[src/rtl/fetch_pkg.sv]
// Shared fetch-stage types and constants: FSM state encoding, reset defaults and
// the PC increment helper used by the IF engine.
package fetch_pkg;

  localparam int          XLEN          = 32;
  localparam logic [31:0] RESET_PC_DEF  = 32'h0000_0000;
  localparam logic [31:0] NOP_INSTR_DEF = 32'h0000_0013;

  typedef enum logic [1:0] {
    FETCH = 2'd0,
    WAIT  = 2'd1,
    HOLD  = 2'd2,
    DRAIN = 2'd3
  } fetch_state_e;

  function automatic logic [XLEN-1:0] pc_inc(input logic [XLEN-1:0] pc);
    return pc + 32'd4;
  endfunction

endpackage

[src/rtl/fetch_unit_register.sv]
// Generic N-bit register with synchronous reset, load enable and flush; both
// reset and flush load RST_VAL.
module register #(
  parameter int           N       = 32,
  parameter logic [N-1:0] RST_VAL = '0
) (
  input  logic         clk,
  input  logic         rst,
  input  logic         en,
  input  logic         flush,
  input  logic [N-1:0] d,
  output logic [N-1:0] q
);

  always_ff @(posedge clk) begin
    if (rst || flush) q <= RST_VAL;
    else if (en)      q <= d;
  end

endmodule

[src/rtl/fetch_unit.sv]
// IF-stage fetch engine: owns the PC, keeps at most one imem request in flight
// and drives the IF/ID register's data, en and flush inputs.
module fetch_unit
  import fetch_pkg::*;
#(
  parameter logic [31:0] RESET_PC  = RESET_PC_DEF,
  parameter logic [31:0] NOP_INSTR = NOP_INSTR_DEF
) (
  input  logic            clk,
  input  logic            rst,
  input  logic            stall_i,
  input  logic            redirect_i,
  input  logic [XLEN-1:0] redirect_pc_i,
  output logic            imem_req_o,
  output logic [XLEN-1:0] imem_addr_o,
  input  logic            imem_rvalid_i,
  input  logic [XLEN-1:0] imem_rdata_i,
  output logic [XLEN-1:0] if_pc_o,
  output logic [XLEN-1:0] if_pcplus4_o,
  output logic [XLEN-1:0] if_instr_o,
  output logic            if_id_en_o,
  output logic            if_id_flush_o
);

  fetch_state_e    state_q, state_d;
  logic [XLEN-1:0] pc_q, pc_d, pc_plus4;
  logic [XLEN-1:0] buf_q;
  logic            pc_en, buf_en;
  logic            deliver;
  logic [XLEN-1:0] deliver_instr;
  logic            req;
  logic [XLEN-1:0] addr;
  logic            en, flush;

  register #(.N(XLEN), .RST_VAL(RESET_PC)) u_pc (
    .clk(clk), .rst(rst), .en(pc_en), .flush(1'b0), .d(pc_d), .q(pc_q)
  );

  register #(.N(XLEN), .RST_VAL(NOP_INSTR)) u_buf (
    .clk(clk), .rst(rst), .en(buf_en), .flush(1'b0), .d(imem_rdata_i), .q(buf_q)
  );

  assign pc_plus4 = pc_inc(pc_q);

  always_comb begin
    state_d       = state_q;
    pc_d          = pc_q;
    pc_en         = 1'b0;
    buf_en        = 1'b0;
    req           = 1'b0;
    addr          = pc_q;
    deliver       = 1'b0;
    deliver_instr = NOP_INSTR;
    // Default when nothing is handed over: bubble, or hold IF/ID while stalled.
    en            = !stall_i;
    flush         = !stall_i;

    unique case (state_q)
      FETCH: begin
        req     = 1'b1;
        state_d = WAIT;
        if (redirect_i) begin
          addr  = redirect_pc_i;
          pc_d  = redirect_pc_i;
          pc_en = 1'b1;
        end
      end
      WAIT: begin
        if (redirect_i) begin
          pc_d  = redirect_pc_i;
          pc_en = 1'b1;
          if (imem_rvalid_i) begin
            req     = 1'b1;
            addr    = redirect_pc_i;
            state_d = WAIT;
          end else begin
            state_d = DRAIN;
          end
        end else if (imem_rvalid_i) begin
          if (stall_i) begin
            buf_en  = 1'b1;
            state_d = HOLD;
          end else begin
            deliver       = 1'b1;
            deliver_instr = imem_rdata_i;
          end
        end
      end
      HOLD: begin
        if (redirect_i) begin
          req     = 1'b1;
          addr    = redirect_pc_i;
          pc_d    = redirect_pc_i;
          pc_en   = 1'b1;
          state_d = WAIT;
        end else if (!stall_i) begin
          deliver       = 1'b1;
          deliver_instr = buf_q;
        end
      end
      DRAIN: begin
        // The stale response must retire before anything new is requested.
        if (redirect_i) begin
          pc_d  = redirect_pc_i;
          pc_en = 1'b1;
        end
        if (imem_rvalid_i) begin
          req     = 1'b1;
          addr    = redirect_i ? redirect_pc_i : pc_q;
          state_d = WAIT;
        end
      end
      default: state_d = FETCH;
    endcase

    if (deliver) begin
      en      = 1'b1;
      flush   = 1'b0;
      req     = 1'b1;
      addr    = pc_plus4;
      pc_d    = pc_plus4;
      pc_en   = 1'b1;
      state_d = WAIT;
    end

    if (redirect_i) begin
      en    = 1'b1;
      flush = 1'b1;
    end
  end

  always_ff @(posedge clk) begin
    if (rst) state_q <= FETCH;
    else     state_q <= state_d;
  end

  always_comb begin
    imem_req_o    = req;
    imem_addr_o   = addr;
    if_id_en_o    = en;
    if_id_flush_o = flush;
    if_pc_o       = pc_q;
    if_instr_o    = deliver ? deliver_instr : NOP_INSTR;
    if (rst) begin
      imem_req_o    = 1'b0;
      if_id_en_o    = 1'b0;
      if_id_flush_o = 1'b0;
      if_pc_o       = RESET_PC;
      if_instr_o    = NOP_INSTR;
    end
    if_pcplus4_o = pc_inc(if_pc_o);
  end

endmodule

[config.mk]
export PLATFORM = sky130hd
export DESIGN_NAME = fetch_unit
export DESIGN_NICKNAME = d
export VERILOG_FILES = /design/src/rtl/fetch_pkg.sv /design/src/rtl/fetch_unit_register.sv /design/src/rtl/fetch_unit.sv
export SDC_FILE = /design/constraint.sdc
export NUM_CORES = 1
export LEC_CHECK = 0
export BUFFER_PORTS_ARGS = -buffer_cell sky130_fd_sc_hd__buf_2
export CAP_MARGIN = 20
export CORE_ASPECT_RATIO = 2
export CORE_MARGIN = 2
export CORE_UTILIZATION = 48
export CTS_BUF_LIST = sky130_fd_sc_hd__clkbuf_2 sky130_fd_sc_hd__clkbuf_4 sky130_fd_sc_hd__clkbuf_8
export DETAILED_ROUTE_END_ITERATION = 6
export PLACE_DENSITY = 0.88
export SYNTH_ARGS = -nofsm -noshare
export SYNTH_HDL_FRONTEND = slang
export SYNTH_SLANG_ARGS = --single-unit
[constraint.sdc]
create_clock -name clk -period 2.46 [get_ports clk]
set_clock_uncertainty 0.1 [all_clocks]
set_input_delay 0.369 -clock clk [delete_from_list [all_inputs] [get_ports clk]]
set_output_delay 0.369 -clock clk [all_outputs]
set_load 0.02 [all_outputs]
==> results.cfg <==
[routing]
viasPerCell = 6.91
avgRoutedWirePerCell_microns = 23.6
drt_wl_total_microns = 30200
drc = 23
ant_nets = 0
drt-initial-drc-count = 1524
vias = 8845
drtPass1Iterations = 7

[power]
power.density_mw_per_mm2 = 412
leakagePower_nw = 4.12
vdd_drop_max_mv = 0.550

[sta]
finalMaxSlewViolations = 0
hold_viol = 0
period_share = 1.23
rsz0062_at_grt = true
fin_crit_ns = 3.02
layout_setup_ws_ns = -0.559
max_freq_ghz = 0.331
worst_pin_slew_ns = 0.519
relSlewSlack = 0.654
setup_viol = 89

[clocking]
cts_num_sinks = 66
cts_buffers = 9
worstSkewPairLatency_ns = 0.38
cts_max_path_buffers = 2
hold_buffers = 0
cts_root_buffer = clkbuf_8
cts_max_level = 3
clk_pin_slew_ns = 0.09
cts_tree = built

[die]
pin_count = 200
die_area_sq_mm = 0.0131
start_util = 0.488
rows = 57
core-area_sq_mm = 0.0120
fp.dieW_microns = 82.0
chipHeight_microns = 160

[hold_path]
holdPathEnd = u_buf.q[4]
hp-class = in -> reg
worstHoldPathCells = 3
hp-start = imem_rdata_i[4]

[setup_path]
r2r-start = state_q[1]
path_class = reg -> out
required_ns = 1.99
crit-reg2reg-capture = state_q[1]
cp_slowest_cell = dfxtp_4
critPathLaunchType = flip-flop
crit_fanout = 23
end_kind = output pin
path_cells = inv_4, ha_4, a21o_1, buf_6, nand3_4, buf_12, nor2_1, o21ai_1, o211ai_1, buf_2
r2r_slack_ns = 0.19
crit_arrival_ns = 2.55
reg2reg_depth = 9
critPathLaunch = state_q[1]
max_stage_delay_ns = 0.38

[final_layout]
nFillCells = 612
final_layout_size_suffix_gt1_frac = 0.515
instances_no_fill = 1280
n_antenna_cell = 0
multi_input_area_sq_mm = 0.00512
fin_nets = 1203
seqCellArea_sq_mm = 0.00137
syn_to_final_growth_pct = 67.7

[outcome]
outcome = finished, violations left
violations = DRC, setup timing

[yosys]
synth_edf_count = 0
synth_area_leaders = dfxtp_1 (23%), nand2_1 (10%), nor2_1 (6.2%), a21oi_1 (5.5%), a22oi_1 (5.3%)
syn_inst = 846
ys.flop_type = dfxtp_1
synth_area_per_cell_sq_um = 6.91
async_flop_share = 0
synth_seq_area_share = 0.226
synthDistinctLibCells = 71
synth-warning-count = 0
synth_top_area_share = 0.226
synth_area_sq_mm = 0.00584
syn_nets = 921
ys_seq_elements = 66
yosys.area.top_type = dfxtp_1

[global_route]
grt_overflow = 0
track_usage = 0.359
grt_pass1_wl_microns = 37200
grt_pass1_vias = 7507
grt_max_degree = 104
antenna_found_initial = 0

[place]
placed_cells = 1203
place_worst_setup_slack_ns = -0.0593
place.gp.congestion = 0.984
dp_hpwl_microns = 15500
port_buffers = 199

[run]
cap_viol_max_count = 0
power by group:
group / leakage (nW) / total, mW / switching [mW] / internal, mW
combinational: 3.46 / 1.72 / 0.970 / 0.752
clock: 0.110 / 1.12 / 0.534 / 0.587
sequential: 0.550 / 1.20 / 0.0799 / 1.12
metrics by stage:
stage	cell area, sq um	TNS (ns)	total power, mW	hold WS [ns]	util
after detailed placement	7590	-0.258	2.38	0.351	0.634
after CTS	8660	-14.70	3.65	0.121	0.723
after global placement	7590	-0.0231	2.36	0.342	0.634
after floorplan	6050	-0.218	1.95	0.337	-
after global routing	9800	-23.91	4.11	0.144	0.818
final	9800	-19.85	4.04	0.134	0.818
synth_stat cells, types with 7 or more instances:
cell	count
nand2_1	156
nor2_1	97
dfxtp_1	66
a21oi_1	64
a22oi_1	41
clkbuf_1	37
nor2b_1	34
nand3_1	32
o21ai_0	26
buf_2	25
a31oi_1	20
xor2_1	19
nand4_1	15
a221oi_1	12
xnor2_1	12
mux2_2	11
buf_4	10
mux2i_1	10
o211ai_1	10
buf_1	9
nor3_1	9
or3_1	9
nand2b_1	8
a211oi_1	7
a221o_1	7
and2_1	7
and3_1	7
worst max-delay path: cells and delay by family (launching register included):
| kind | cells | cell delay, ns |
|---|---|---|
| AO/OA/AOI/OAI | 3 | 0.45 |
| AND/OR/NAND/NOR | 2 | 0.52 |
| buffers and inverters | 4 | 0.64 |
| adder cells (fa/ha/maj) | 1 | 0.17 |
| flip-flops | 1 | 0.38 |
metal layers:
layer,wire length (microns),part of all wire,vias to the layer above,track usage
met2,13800,0.46,944,0.563
met1,9670,0.32,3980,0.430
met3,3830,0.13,328,0.0814
met4,2980,0.098,0,0.226
met5,0,0,-,0
li1,-,-,3593,-
cells by family after synthesis:
family / synth area share
AND/OR/NAND/NOR: 0.337
XOR/XNOR: 0.0465
buffers and inverters: 0.0749
multiplexers: 0.0383
adder cells (fa/ha/maj): 0.0128
AO/OA/AOI/OAI: 0.265
flip-flops: 0.226
worst max-delay path by stage:
stage	endpoint	slack, ns	depth (start not counted)
2_1_floorplan	if_pcplus4_o[20]	-0.08	10
3_3_place_gp	imem_addr_o[5]	-0.01	8
3_5_place_dp	imem_addr_o[5]	-0.06	8
4_1_cts	imem_addr_o[5]	-0.28	8
5_1_grt	imem_addr_o[4]	-0.55	10
6_report	imem_addr_o[4]	-0.56	10
area by class of cell:
type | count | area share
multi-input cells | 689 | 0.523
repair buffers | 355 | 0.292
flip-flops and latches | 66 | 0.140
well taps | 147 | 0.0188
clock buffers | 10 | 0.0134
clock inverters | 6 | 0.00919
inverters | 7 | 0.00345
registers in the layout, indices dropped and copies added (netlist names):
register  cells
u_buf.q      32
u_pc.q       32
state_q       2
cells in the final DEF, fill, tap and decap left out, drive strengths merged, types with 19 or more instances in the layout:
cell	Yosys	final
a21oi	64	64
a31oi	20	20
buf	47	347
a22oi	41	41
nor2	97	97
xor2	19	19
o21ai	27	27
nor2b	34	34
dfxtp	66	66
nand3	33	33
nand2	157	157
what timing repair did:
item,4_1_cts,5_1_grt
pin swaps,61,86
buffers inserted,22,30
gates resized for setup,179,180
gates cloned,1,9
setup endpoints to repair,89,89
Power figures use the tool's default switching activity.
